File: config.mk
export PLATFORM = sky130hd
export DESIGN_NAME = gcd_control
export DESIGN_NICKNAME = d
export VERILOG_FILES = /design/src/rtl/gcd_control.sv
export SDC_FILE = /design/constraint.sdc
export NUM_CORES = 1
export LEC_CHECK = 0
export CAP_MARGIN = 20
export CORE_AREA = 2 2 39 41
export DETAILED_ROUTE_END_ITERATION = 10
export DIE_AREA = 0 0 41 43
export PLACE_DENSITY = 0.42
export SLEW_MARGIN = 20
export SYNTH_ARGS = -nofsm -noshare
export SYNTH_HDL_FRONTEND = slang
export SYNTH_SLANG_ARGS = --single-unit
export TNS_END_PERCENT = 10
File: constraint.sdc
create_clock -name clk -period 2.4 [get_ports clk]
set_input_delay 0.48 -clock clk [delete_from_list [all_inputs] [get_ports clk]]
set_output_delay 0.48 -clock clk [all_outputs]
set_load 0.005 [all_outputs]
File: src/rtl/gcd_control.sv
// Control FSM for the subtractive-GCD data path with a start/busy/done handshake.
// Defining GCD_ITER_COUNT_EN adds the saturating iter_count output.
module gcd_control #(
  parameter int CNT_BITS = 8
) (
  input  logic                clk,
  input  logic                reset,
  input  logic                start,
  input  logic                B_eq_0,
  input  logic                A_lessThan_B,
  output logic [1:0]          Asel,
  output logic                Aen,
  output logic                Bsel,
  output logic                Ben,
  output logic                busy,
  output logic                done
`ifdef GCD_ITER_COUNT_EN
  ,
  output logic [CNT_BITS-1:0] iter_count
`endif
);

  typedef enum logic [1:0] {
    IDLE = 2'd0,
    CALC = 2'd1,
    DONE = 2'd2
  } state_t;

  state_t state;
  state_t next_state;

  // State register
  always_ff @(posedge clk) begin
    if (reset) begin
      state <= IDLE;
    end else begin
      state <= next_state;
    end
  end

  // Next-state and control decode; a load is suppressed while reset is high
  always_comb begin
    next_state = IDLE;
    Asel       = 2'd0;
    Aen        = 1'b0;
    Bsel       = 1'b0;
    Ben        = 1'b0;
    busy       = 1'b0;
    done       = 1'b0;
    case (state)
      IDLE: begin
        if (start && !reset) begin
          Aen        = 1'b1;
          Bsel       = 1'b1;
          Ben        = 1'b1;
          next_state = CALC;
        end else begin
          next_state = IDLE;
        end
      end
      CALC: begin
        busy = 1'b1;
        if (B_eq_0) begin
          next_state = DONE;
        end else if (A_lessThan_B) begin
          Asel       = 2'd2;
          Aen        = 1'b1;
          Ben        = 1'b1;
          next_state = CALC;
        end else begin
          Asel       = 2'd1;
          Aen        = 1'b1;
          next_state = CALC;
        end
      end
      DONE: begin
        busy       = 1'b1;
        done       = 1'b1;
        next_state = IDLE;
      end
      default: begin
        next_state = IDLE;
      end
    endcase
  end

`ifdef GCD_ITER_COUNT_EN
  logic                load;
  logic                step;
  logic [CNT_BITS-1:0] iter_cnt;

  assign load = (state == IDLE) && start && !reset;
  assign step = (state == CALC) && !B_eq_0;

  // Step counter: cleared on load, saturates at all-ones, held otherwise
  always_ff @(posedge clk) begin
    if (reset) begin
      iter_cnt <= '0;
    end else if (load) begin
      iter_cnt <= '0;
    end else if (step && (iter_cnt != {CNT_BITS{1'b1}})) begin
      iter_cnt <= iter_cnt + CNT_BITS'(1);
    end else begin
      iter_cnt <= iter_cnt;
    end
  end

  assign iter_count = iter_cnt;
`endif

endmodule
==> results of run 1 <==
-- cell type report --
type                            count  area share, %
Timing Repair Buffer               11           38.1
Multi-Input combinational cell     13           30.7
Sequential cell                     2           13.9
Clock buffer                        3           7.79
Tap cell                           16           6.93
Inverter                            2           2.60
-- worst max path at each step --
stage / from / slack [ns] / depth (start not counted) / to
floorplan: state[1]$_SDFF_PP0_ / 1.02 / 4 / Ben
global placement: B_eq_0 / 0.17 / 4 / Ben
detailed placement: B_eq_0 / 0.16 / 4 / Ben
CTS: B_eq_0 / 0.16 / 4 / Ben
global route: B_eq_0 / 0.08 / 4 / Ben
finish: B_eq_0 / 0.17 / 4 / Ben
-- per-layer routing --
layer  track usage [%]  wire length, um  vias to the layer above
li1                  -                -                       84
met1              1.91              123                       66
met2              7.19              184                        6
met3              4.71               44                        0
met4              6.00                0                        0
met5                 0                0                        -
-- cell usage in the layout, fill, tap and decap left out --
cell             Yosys  routed
clkdlybuf4s50_1      0      11
nor2_1               3       3
ha_1                 3       3
clkbuf_4             0       3
inv_1                2       2
nand2_1              2       2
dfxtp_1              2       2
nand2b_1             1       1
o21ai_1              1       1
and3b_1              1       1
o21bai_1             1       1
a21oi_1              1       1
-- power by group through the flow --
stage	combinational [uW]	clock, uW	sequential (uW)
after floorplan	11.9	0	36.6
after global placement	35.6	0	36.7
after detailed placement	35.7	0	36.7
after CTS	35.9	76.4	36.3
after global routing	38.7	82.1	36.3
final	35.2	72.7	36.3
-- through the flow --
stage	power (uW)	cells	util, %
finish	144	47	20.9
global route	157	47	20.9
CTS	149	47	20.9
detailed placement	72.4	44	19.3
global placement	72.3	44	19.3
floorplan	48.5	17	-
-- cell families (layout without fill, tap and decap cells) --
group	after synthesis	count (layout)	share of synthesized area (%)
buffers and inverters	2	16	5.51
adders and majority gates	3	3	27.5
AOI/OAI and AO/OA	3	3	12.8
DFF	2	2	29.4
and+or+nand+nor	7	7	24.8
-- cell usage after synthesis (all sizes together) --
master	instances
ha	3
dfxtp	2
nor2	3
and3b	1
nand2b	1
o21bai	1
o21ai	1
a21oi	1
nand2	2
inv	2
-- critical path, cell delays in order --
cell and delay, ns:
clkdlybuf4s50_1 0.42, and3b_1 0.23, o21bai_1 0.10, clkdlybuf4s50_1 0.51
==> impl_metrics.ini, run 1 <==
[sta]
final.setup.tns_ns = 0
period_share_pct = 93.1
period_needed_ns = 2.23
worst_pin_slew_ns = 0.169
hold_slack_ns = 0.668
hold_viol_final = 0
setup_violations = 0
max_slew_margin_pct = 88.7
drv_slew = 0
skew_ns = 0.00240
rsz0062_at_grt = no
setup_slack_ns = 0.167
fmax_mhz = 448

[cells_and_area]
largest_reg_flops = 2
largest_register = state
seqCellArea_um2 = 40.0
final_area_um2 = 289
reg_top3 = state (2)
drive_gt1_share_pct = 9.68
nets = 41
area_delta_synth_final_pct = 112
antenna_cells = 0
fillers = 160
multi_input_area_um2 = 88.8

[global_route]
grt_pass1_vias = 135
overflow = 0
grt_usage_pct = 4.70
grt_max_degree = 6
grt_first_pass_wirelength_um = 441
grt_antenna_before_repair = 0

[worst_setup_path]
critPathCaptureType = output pin
path_class = in2out
worstReg2RegStart = state[1]$_SDFF_PP0_
r2r_slack_ns = 1.51
crit_path_start_kind = primary input
critPathMaxFanout = 3
cp.required_ns = 1.92
rr_worst_depth = 4
r2r_end = state[0]$_SDFF_PP0_
critPathArrivalTime_ns = 1.75

[route]
drtIter0Drc = 1
post_drt_wl_per_cell_um = 7.49
wirelength_um = 352
via_per_inst = 3.32
ant_nets = 0
firstDrtPassIters = 2
drcViolationCount = 0
vias = 156

[clock_tree]
clockRootBuffer = clkbuf_4
path_clk_slew_ns = 0.03
cts.sinks = 2
cts_setup_buffers = 0
numCtsBuffers = 3
cts_resized = 0
insertion_delay_ns = 0.22
postCtsHoldBufs = 0
clockBufferDepth = 2
cts_tree = yes
htree_levels = 1

[pwr]
p_seq_share_pct = 25.2
cellInternalPower_uw = 113
p_switching_uw = 31.1
power.leakage_uw = 0.000120
swShare_pct = 21.6
ir_drop_mv = 0.132
power.density_nw_per_um2 = 499
power_frac_comb_pct = 24.4
clkPwrFrac_pct = 50.4

[yosys]
yosys_warnings = 0
yosysTopAreaCellShare_pct = 29.4
yosysUniqueCellTypes = 10
synth_top_cell_by_area = dfxtp_1
synth.avg_cell_area_um2 = 8.02
synth_cells = 17
synth_area_um2 = 136
synth_seq_cells = 2
syn_nets = 25
yosysSeqAreaShare_pct = 29.4
ys_top_cells_by_area = dfxtp_1 29%, ha_1 28%, nor2_1 8.3%

[die]
die_h_um = 43
dieArea_um2 = 1760
rows = 14
die_w_um = 41
ios = 12
initial_core_util_pct = 9.86
core_um2 = 1380

[min_path]
hold_path.class = reg2reg
hold-path-cell-count = 3
holdCritStartpoint = state[0]$_SDFF_PP0_
holdPathEnd = state[1]$_SDFF_PP0_

[placed_design]
post-place-ws_ns = 0.160
place_hpwl_um = 300
numPortBuffers = 11
place_area_um2 = 267
gp_congestion = 0.619

[outcome]
status = finished clean

[job]
drv_cap = 0
(Power assumes the default switching activity.)
==> run 2: changes to the inputs <==
- CTS_CLUSTER_SIZE: unset -> 28
==> results of run 2 <==
Final layout, timing and power as in run 1 (identical DEF).
==> run 3: changes to the inputs <==
- SLEW_MARGIN: 20 -> unset
==> results of run 3 <==
Final layout, timing and power as in run 1 (identical DEF).
